`config.mk`:
```
export PLATFORM = sky130hd
export DESIGN_NAME = nto1_compact_fifo
export DESIGN_NICKNAME = d
export VERILOG_FILES = /design/src/rtl/nto1_compact_fifo_pkg.sv /design/src/rtl/nto1_compact_fifo_entry_fifo.sv /design/src/rtl/nto1_compact_fifo.sv
export SDC_FILE = /design/constraint.sdc
export NUM_CORES = 1
export LEC_CHECK = 0
export CAP_MARGIN = 25
export CORE_ASPECT_RATIO = 1.4
export CORE_MARGIN = 4
export CORE_UTILIZATION = 50
export DETAILED_ROUTE_END_ITERATION = 8
export GPL_TIMING_DRIVEN = 0
export HOLD_SLACK_MARGIN = 0.05
export PLACE_DENSITY = 0.67
export SLEW_MARGIN = 20
export SYNTH_ARGS = -nofsm -noshare
export SYNTH_HDL_FRONTEND = slang
export SYNTH_SLANG_ARGS = --single-unit
```
`constraint.sdc`:
```
create_clock -name clk_i -period 7.8 [get_ports clk_i]
set_input_delay 1.95 -clock clk_i [delete_from_list [all_inputs] [get_ports clk_i]]
set_output_delay 1.95 -clock clk_i [all_outputs]
set_load 0.01 [all_outputs]
```
`src/rtl/nto1_compact_fifo_pkg.sv`:
```
`default_nettype none
//============================================================================
// Module   : nto1_pkg
// Brief    : Shared types and lane-mask helpers for the N-to-1 compacting FIFO.
// Revision : 1.0
//============================================================================
package nto1_pkg;

    localparam int C_N           = 4;
    localparam int C_DATA_WIDTH  = 8;
    localparam int C_MAX_N       = 32;
    localparam int C_MAX_IDX_W   = $clog2(C_MAX_N);

    typedef struct packed {
        logic [C_N-1:0]              mask;
        logic [C_N*C_DATA_WIDTH-1:0] data;
    } entry_t;

    // Helpers take a maximum-width mask so any lane count up to C_MAX_N can share them.
    function automatic logic [C_MAX_IDX_W-1:0] lowest_set(input logic [C_MAX_N-1:0] v);
        logic [C_MAX_IDX_W-1:0] idx;
        idx = '0;
        for (int i = C_MAX_N - 1; i >= 0; i--) begin
            if (v[i]) begin
                idx = C_MAX_IDX_W'(i);
            end
        end
        return idx;
    endfunction

    function automatic logic is_onehot(input logic [C_MAX_N-1:0] v);
        return (v != '0) && ((v & (v - C_MAX_N'(1))) == '0);
    endfunction

endpackage
`default_nettype wire

```
`src/rtl/nto1_compact_fifo_entry_fifo.sv`:
```
`default_nettype none
//============================================================================
// Module   : nto1_entry_fifo
// Brief    : Wrap-bit pointer FIFO with first-word fall-through head and flush.
// Revision : 1.0
//============================================================================
module nto1_entry_fifo #(
    parameter int WIDTH = 36,
    parameter int DEPTH = 8
) (
    input  logic                     clk_i,
    input  logic                     rst_i,
    input  logic                     flush_i,
    input  logic                     wr_en_i,
    input  logic [WIDTH-1:0]         wr_data_i,
    output logic                     full_o,
    input  logic                     rd_en_i,
    output logic [WIDTH-1:0]         rd_data_o,
    output logic                     empty_o,
    output logic [$clog2(DEPTH):0]   level_o
);

    localparam int C_IDX_W = $clog2(DEPTH);
    localparam int C_PTR_W = C_IDX_W + 1;

    logic [WIDTH-1:0]   r_mem [DEPTH];
    logic [C_PTR_W-1:0] r_wr_ptr;
    logic [C_PTR_W-1:0] r_rd_ptr;
    logic               w_wr;
    logic               w_rd;

    assign full_o  = (r_wr_ptr[C_IDX_W-1:0] == r_rd_ptr[C_IDX_W-1:0]) &&
                     (r_wr_ptr[C_IDX_W] != r_rd_ptr[C_IDX_W]);
    assign empty_o = (r_wr_ptr == r_rd_ptr);

    // Flush overrides both ports so a same-cycle handshake cannot survive the clear.
    assign w_wr = wr_en_i && !full_o && !flush_i;
    assign w_rd = rd_en_i && !empty_o && !flush_i;

    always_ff @(posedge clk_i or posedge rst_i) begin
        if (rst_i) begin
            r_wr_ptr <= '0;
            r_rd_ptr <= '0;
        end else if (flush_i) begin
            r_wr_ptr <= '0;
            r_rd_ptr <= '0;
        end else begin
            if (w_wr) r_wr_ptr <= r_wr_ptr + C_PTR_W'(1);
            if (w_rd) r_rd_ptr <= r_rd_ptr + C_PTR_W'(1);
        end
    end

    always_ff @(posedge clk_i) begin
        if (w_wr) begin
            r_mem[r_wr_ptr[C_IDX_W-1:0]] <= wr_data_i;
        end
    end

    assign rd_data_o = r_mem[r_rd_ptr[C_IDX_W-1:0]];
    assign level_o   = r_wr_ptr - r_rd_ptr;

endmodule
`default_nettype wire

```
`src/rtl/nto1_compact_fifo.sv`:
```
`default_nettype none
//============================================================================
// Module   : nto1_compact_fifo
// Brief    : N-lane to 1-lane compacting FIFO; drains set lanes in ascending order.
// Revision : 1.0
//============================================================================
module nto1_compact_fifo
    import nto1_pkg::*;
#(
    parameter int N          = 4,
    parameter int DATA_WIDTH = 8,
    parameter int DEPTH      = 8,
    parameter int AF_THRESH  = 6
) (
    input  logic                      clk_i,
    input  logic                      rst_i,
    input  logic                      flush_i,
    input  logic                      in_valid_i,
    output logic                      in_ready_o,
    input  logic [N-1:0]              in_mask_i,
    input  logic [N*DATA_WIDTH-1:0]   in_data_i,
    output logic                      out_valid_o,
    input  logic                      out_ready_i,
    output logic [DATA_WIDTH-1:0]     out_data_o,
    output logic [$clog2(N)-1:0]      out_lane_o,
    output logic                      out_last_o,
    output logic [$clog2(DEPTH+1)-1:0] level_o,
    output logic                      afull_o
);

    localparam int                 C_LANE_W  = $clog2(N);
    localparam int                 C_LVL_W   = $clog2(DEPTH + 1);
    localparam int                 C_ENTRY_W = N * (DATA_WIDTH + 1);
    localparam logic [C_LVL_W-1:0] C_AF      = C_LVL_W'(AF_THRESH);
    localparam logic [N-1:0]       C_ONE     = N'(1);

    logic                    w_full;
    logic                    w_empty;
    logic [C_ENTRY_W-1:0]    w_head;
    logic [N-1:0]            w_head_mask;
    logic [N*DATA_WIDTH-1:0] w_head_data;
    logic [DATA_WIDTH-1:0]   w_lane [N];
    logic [N-1:0]            r_consumed;
    logic [N-1:0]            w_rem;
    logic [C_LANE_W-1:0]     w_sel;
    logic                    w_last;
    logic                    w_in_fire;
    logic                    w_out_fire;
    logic                    w_pop;

    // Zero-mask beats complete the handshake but never occupy an entry.
    assign in_ready_o = !w_full && !rst_i;
    assign w_in_fire  = in_valid_i && in_ready_o && (in_mask_i != '0);

    nto1_entry_fifo #(
        .WIDTH (C_ENTRY_W),
        .DEPTH (DEPTH)
    ) u_entry_fifo (
        .clk_i     (clk_i),
        .rst_i     (rst_i),
        .flush_i   (flush_i),
        .wr_en_i   (w_in_fire),
        .wr_data_i ({in_mask_i, in_data_i}),
        .full_o    (w_full),
        .rd_en_i   (w_pop),
        .rd_data_o (w_head),
        .empty_o   (w_empty),
        .level_o   (level_o)
    );

    assign w_head_mask = w_head[C_ENTRY_W-1 -: N];
    assign w_head_data = w_head[N*DATA_WIDTH-1:0];

    generate
        for (genvar i = 0; i < N; i++) begin : g_lane
            assign w_lane[i] = w_head_data[i*DATA_WIDTH +: DATA_WIDTH];
        end
    endgenerate

    assign w_rem  = w_head_mask & ~r_consumed;
    assign w_sel  = C_LANE_W'(lowest_set(C_MAX_N'(w_rem)));
    assign w_last = is_onehot(C_MAX_N'(w_rem));

    assign out_valid_o = !w_empty;
    assign out_data_o  = w_lane[w_sel];
    assign out_lane_o  = w_sel;
    assign out_last_o  = out_valid_o && w_last;
    assign afull_o     = (level_o >= C_AF);

    assign w_out_fire = out_valid_o && out_ready_i && !flush_i;
    assign w_pop      = w_out_fire && w_last;

    // Consumed lanes are tracked per head entry and cleared when the head retires.
    always_ff @(posedge clk_i or posedge rst_i) begin
        if (rst_i) begin
            r_consumed <= '0;
        end else if (flush_i) begin
            r_consumed <= '0;
        end else if (w_out_fire) begin
            if (w_last) begin
                r_consumed <= '0;
            end else begin
                r_consumed <= r_consumed | (C_ONE << w_sel);
            end
        end
    end

endmodule
`default_nettype wire

```
Word-level counts from Yosys, hierarchy flattened
Memory sizes are Yosys's and may differ from the RTL's.
Cells that the tools add are included.
{"block": "totals", "regBits": 12, "latch_bits": 0, "ram_bits": 288, "rom_bits": 0, "inputBits": 41, "out_inout_bits": 18, "wordCells": 58, "mem_count": 1}
{"block": "classes", "n_addsub": 4, "mul": 0, "n_div": 0, "order_cmp": 2, "eq_ne": 3, "shift": 1, "mux": 16, "bitwise_logic": 5, "reduce_logical": 23}
{"memory": "u_entry_fifo.r_mem", "depth": 8, "width": 36, "rd": 1, "rd_ports_with_merged_regs": 0, "write_ports": 1, "line": "nto1_compact_fifo_entry_fifo.sv:26", "source": "logic [WIDTH-1:0] r_mem [DEPTH];"}
{"operator": "$and A4 B32 Y32", "n": 1}
{"operator": "$logic_not A32 Y1", "n": 1}
{"operator": "$mux W4", "n": 7}
{"operator": "$bmux W8 S2", "n": 1}
{"operator": "$mux W8", "n": 2}
{"operator": "$logic_and A1 B1 Y1", "n": 13}
{"operator": "$add A4 B1 Y4 const B", "n": 2}
{"operator": "$mux W2", "n": 4}
{"operator": "$reduce_bool A4 Y1", "n": 2}
{"operator": "$reduce_bool A2 Y1", "n": 3}
{"operator": "$sub A4 B1 Y5 const B", "n": 1}
{"operator": "$and A4 B4 Y4", "n": 1}
{"operator": "$eq A4 B4 Y1", "n": 1}
{"operator": "$ge A4 B3 Y1 const B", "n": 1}
{"operator": "$logic_not A1 Y1", "n": 4}
{"operator": "$not A4 Y4", "n": 1}
{"operator": "$or A4 B4 Y4", "n": 1}
{"operator": "$shl A1 B2 Y4 const A", "n": 1}
{"operator": "$sub A4 B4 Y4", "n": 1}
{"operator": "$eq A3 B3 Y1", "n": 1}
{"operator": "$ge A3 B3 Y1 const B", "n": 1}
{"operator": "$not A2 Y3", "n": 1}
{"operator": "$mux W1", "n": 2}
{"operator": "$ne A1 B1 Y1", "n": 1}

Depth between registers and ports, before layout
{"block": "logic_depth", "word_depth": 11, "mapped_depth": 13, "ltp_nobuf": 9}

Cells and area by module
Synthesis repeated with hierarchy kept, for this count alone.
{"block": "unflattened", "cells_unflattened": 664, "hier_area_um2": 12150.4}
{"mod": "nto1_entry_fifo", "n_inst": 1, "cells_per_inst": 563, "area_each_um2": 11451.0}
{"mod": "nto1_compact_fifo", "n_inst": 1, "cells_per_inst": 101, "area_each_um2": 699.4}

Least setup slack after synthesis
Ideal clock, no wire load.
{"block": "synth_timing", "kind": "reg2reg", "startpoint": "register u_entry_fifo.r_rd_ptr[1]", "endpoint": "memory u_entry_fifo.r_mem[1][0], enable pin", "setup_ps": 474, "arrival_ps": 5315, "path_slack_ps": 2011, "stages_incl_launch_ff": 12, "n_path_buf": 5, "period_less_slack_ps": 5789, "cell_sequence": "dfrtp_1 -> buf_6 -> buf_6 -> clkbuf_1 -> inv_2 -> buf_1 -> ha_1 -> a41oi_1 -> and3_1 -> clkbuf_1 -> nand3_1 -> nor3_1"}
{"block": "synth_via", "elab_chain_len": 10}
{"element": "from (decl)", "line": "nto1_compact_fifo_entry_fifo.sv:28", "source": "logic [C_PTR_W-1:0] r_rd_ptr;"}
{"element": "from (signal assigned)", "line": "nto1_compact_fifo_entry_fifo.sv:49", "source": "if (w_rd) r_rd_ptr <= r_rd_ptr + C_PTR_W'(1);"}
{"element": "$eq A3 B3 Y1", "line": "nto1_compact_fifo_entry_fifo.sv:32", "source": "assign full_o = (r_wr_ptr[C_IDX_W-1:0] == r_rd_ptr[C_IDX_W-1:0]) &&"}
{"element": "$logic_and A1 B1 Y1", "line": "nto1_compact_fifo_entry_fifo.sv:32"}
{"element": "$logic_not A1 Y1", "line": "nto1_compact_fifo.sv:52", "source": "assign in_ready_o = !w_full && !rst_i;"}
{"element": "$logic_and A1 B1 Y1", "line": "nto1_compact_fifo.sv:52"}
{"element": "named net in_ready_o", "line": "nto1_compact_fifo.sv:19", "source": "output logic in_ready_o,"}
{"element": "$logic_and A1 B1 Y1 (2 in a row)", "line": "nto1_compact_fifo.sv:53", "source": "assign w_in_fire = in_valid_i && in_ready_o && (in_mask_i != '0);"}
{"element": "$logic_and A1 B1 Y1 (2 in a row)", "line": "nto1_compact_fifo_entry_fifo.sv:37", "source": "assign w_wr = wr_en_i && !full_o && !flush_i;"}
{"element": "$mux W1", "line": "nto1_compact_fifo_entry_fifo.sv:54", "source": "if (w_wr) begin"}
{"element": "$mux W1 (implied by the code)", "line": "nto1_compact_fifo_entry_fifo.sv:55", "source": "r_mem[r_wr_ptr[C_IDX_W-1:0]] <= wr_data_i;"}
{"element": "to (decl)", "line": "nto1_compact_fifo_entry_fifo.sv:26"}
The timed path passes the listed nets, and every way through them passes these cells.

Worst setup path after layout
{"block": "layout_timing", "startpoint": "register u_entry_fifo.r_rd_ptr[1]", "endpoint": "output afull_o"}
{"block": "layout_via", "elab_chain_len": 2}
{"element": "$sub A4 B4 Y4", "line": "nto1_compact_fifo_entry_fifo.sv:60", "source": "assign level_o = r_wr_ptr - r_rd_ptr;"}
{"element": "$ge A4 B3 Y1", "line": "nto1_compact_fifo.sv:88", "source": "assign afull_o = (level_o >= C_AF);"}
{"element": "to (decl)", "line": "nto1_compact_fifo.sv:28", "source": "output logic afull_o"}
No other way between the ends.

==> Implementation_results.wiki <==
{| class="wikitable"
! Metric !! Value
|-
| H-tree levels || 1
|-
| Highest cell delay on the worst timing path || ~700 ps
|-
| Seq/Total Area, Yosys || 0.753
|-
| Data required time at the worst endpoint || 5850 ps
|-
| Total Power Consumption || 3370 uW
|-
| Postcts setup bufs || 0
|-
| Worst max-slew margin expressed relative to the limit || 0.346
|-
| Count of unresolved DRC violations after routing || 0
|-
| M1 WL || around 9600 um
|-
| Insertion delay to the later sink of the worst-skew pair || 540 ps
|-
| Actual slew at the worst max-slew pin || around 1000 ps
|-
| Number of cells upsized or downsized after cts || 0
|-
| WL final || between 20000 and 30000 um
|-
| Worst Clk Skew || about 19 ps
|-
| Fmax achieved || roughly 150 MHz
|-
| Primary flip-flop cell chosen by synthesis mapping || edfxtp_1
|-
| Worst hold path type || flop to flop
|-
| Capturing point of the worst reg2reg path || u_entry_fifo.r_mem[0][17]
|-
| Final worst path period share || 0.831
|-
| Layout area overhead || 19.4%
|-
| Class of the most critical setup path || flop to primary output
|-
| Initial antenna violation count || 1
|-
| Worst IR drop on VDD || 197 uV
|-
| CTS max path bufs || 3
|-
| Final hold vios || 0
|-
| Largest fanout of any net on the critical path || 10
|-
| Max-slew violation total from the final report || 0
|-
| First-pass detailed-route iteration total || 6
|-
| Number of failing setup endpoints in the final timing report || 0
|-
| Total core area || 0.0234 mm2
|-
| Largest net degree at the start of global routing || 20
|-
| Vertical die dimension || between 150 and 200 um
|-
| Total standard cell area after synthesis || roughly 0.012 mm2
|-
| Via density per instance || 5.83
|-
| Number of nets in the layout || just over 700
|-
| Fraction of registers with async set or reset after synthesis || 0.0400
|-
| Slowest stage cell, crit path || clkbuf_1
|-
| Worst Path Buf+Inv || 6
|-
| Gate count after technology mapping || around 560
|-
| DRT antenna net count || 0
|-
| Average cell area after synthesis || roughly 21 um2
|-
| TritonCTS clock tree || yes
|-
| Synthesis warning total || 0
|-
| CP delay by family, top || buffers and inverters
|-
| R2r setup slk || ~2300 ps
|-
| Cells along the critical path || buf_6 > buf_6 > clkbuf_1 > inv_2 > buf_1 > ha_1 > nor2b_1 > o21ai_0 > nand2b_1 > xnor2_1 > a21o_1 > clkdlybuf4s50_1
|-
| Post-synth EDFFs || approximately 290
|-
| Max-cap violations || 0
|-
| Place WS || approximately 1800 ps
|-
| Fraction of layout cells with a size suffix above 1 || 0.234
|-
| WP depth || 12
|-
| PortBufs || slightly below 60
|-
| Met2 routed wirelength || around 14000 um
|-
| Pwr dens || about 240 mW/mm2
|-
| R2R Path Start || u_entry_fifo.r_rd_ptr[1]
|-
| Smallest setup slack after layout || 1320 ps
|-
| Number of global-route vias before repair || 6336
|-
| Timing endpoint of the critical path || afull_o
|-
| Rows || 66
|-
| Run status || finished, final reports clean
|-
| Clock period minus final worst setup slack || about 6500 ps
|-
| Clock slew at reported path FFs || about 60 ps
|-
| Final antenna diode count || 0
|-
| Iteration-0 DRC count of the detailed router || 575
|-
| HPWL Detailed || around 17000 um
|-
| Routability congestion estimate || around 0.8
|-
| Die area || 0.0263 mm2
|-
| Initial Utilization || 0.509
|-
| Type of element launching the critical path || flop
|-
| Worst EP arrival || 4530 ps
|-
| Flop and latch count out of synthesis || 300
|-
| Total CTS buffers || 29
|-
| WL met3 || 1040 um
|-
| Post-CTS Hold Fix Bufs || 0
|-
| Static power due to leakage || ~0.0047 uW
|-
| Top sig layer || met5
|-
| Average routed wire per standard cell || between 20 and 30 um
|-
| Synthesized netlist net count || 611
|-
| Setup repair after global routing missed its margin || no
|-
| Count of different cell masters after synthesis || between 40 and 50
|-
| Total via count after detailed routing || 5837
|-
| Worst Reg2Reg Path Length in Cells || 13
|-
| Die X-Extent || 138 um
|-
| CTS sink cnt || 300
|-
| Clock tree root driver cell || clkbuf_16
|-
| I/O pin count || just under 60
|-
| Element type at the critical path end || primary output
|-
| Start point of the critical path || u_entry_fifo.r_rd_ptr[1]
|-
| Most common cell on crit path || buf_6
|-
| Global route total overflow || 0
|-
| Overall fraction of global-route tracks in use || 0.196
|-
| First-pass GRT wire length || about 39000 um
|}
[power by group]
| part | total (uW) | leakage (uW) | internal [uW] | switching, uW |
|---|---|---|---|---|
| logic | 172 | 0.00148 | 81.0 | 91.2 |
| clock network | 1420 | 0.000473 | 848 | 567 |
| registers | 1780 | 0.00276 | 1780 | 4.29 |
[tightest hold or removal path, cell delays in order (launching register included)]
cell and delay [ps]:
dfrtp_1 400, nand2_1 80, a21oi_1 40
[per-stage QoR]
step	std cells	setup TNS, ps	instance area (um2)	hold slack [ps]	utilization
floorplan	564	0	11900	500	-
global placement	928	-119950	12900	522	0.550
detailed placement	948	0	13200	544	0.566
CTS	1002	0	14200	559	0.607
global route	1002	0	14200	572	0.607
finish	1002	0	14200	559	0.607
[cells in the mapped netlist (all sizes together) (5+ instances only)]
master  count  area, um2
mux2i      37        383
clkbuf     14       52.6
nor2b       5       31.3
nand2b     11       68.8
buf        12       72.6
o221ai      8       70.1
mux4       72       1620
edfxtp    288       8650
xor2        5       43.8
a21oi      10       57.6
dfrtp      12        300
ha          5       62.6
nand2      13       48.8
o22ai       9       56.3
nor2       22       87.6
inv         7       26.3
[state kept, by name (all words and copies together), names as in the netlist]
register,count
u_entry_fifo.r_rd_ptr,4
u_entry_fifo.r_mem,288
u_entry_fifo.r_wr_ptr,4
r_consumed,4
[area by class of cell]
cell class                      instances  area, um2
Clock buffer                           35        748
Multi-Input combinational cell        230       2840
Buffer                                 26        125
Sequential cell                       300       8950
Inverter                                8       30.0
Clock inverter                         19        223
Timing Repair Buffer                   78        898
Tap cell                              306        383
Fill cell                            1633       9170
[worst min-delay path by stage]
stage	from	endpoint	slack (ps)	depth (start not counted)
final	r_consumed[3]	r_consumed[3]	560	2
after global routing	r_consumed[3]	r_consumed[3]	570	2
after CTS	r_consumed[3]	r_consumed[3]	560	2
after detailed placement	r_consumed[3]	r_consumed[3]	540	2
after global placement	r_consumed[3]	r_consumed[3]	520	2
after floorplan	r_consumed[3]	r_consumed[3]	500	2
[layout by cell type, fill, tap and decap left out, types with 3 or more instances in the layout]
master and instances:
mux2_1 3, ha_1 5, clkinv_2 5, clkbuf_16 29, nor2b_1 5, xnor2_1 3, nand2b_1 11, dfrtp_1 12
buf_16 6, a21oi_1 8, buf_6 4, clkdlybuf4s50_1 58, nand2_1 13, clkbuf_1 20, buf_4 9, mux2i_1 36
nor2_1 14, mux4_2 72, o22ai_1 9, nor2_4 6, bufinv_16 5, inv_1 5, edfxtp_1 288, xor2_1 5
nand3_1 3, clkinv_1 7, buf_2 7, o221ai_1 8
[routing by layer]
metal  global-route usage  vias up
li1                     -     2560
met1                0.240     3081
met2                0.372      162
met3               0.0253       32
met4               0.0426        2
met5                    0        -
[kinds of logic (layout without fill, tap and decap cells)]
| logic type | count (synthesis) | after routing | share of synthesized area |
|---|---|---|---|
| adders and majority gates | 6 | 6 | 0.00695 |
| buffers and inverters | 34 | 166 | 0.0130 |
| xor gates and xnor gates | 8 | 8 | 0.00589 |
| and+or+nand+nor | 66 | 66 | 0.0277 |
| DFF | 300 | 300 | 0.753 |
| AOI/OAI and AO/OA | 38 | 38 | 0.0223 |
| muxes | 112 | 112 | 0.171 |
Power figures use the tool's default switching activity.
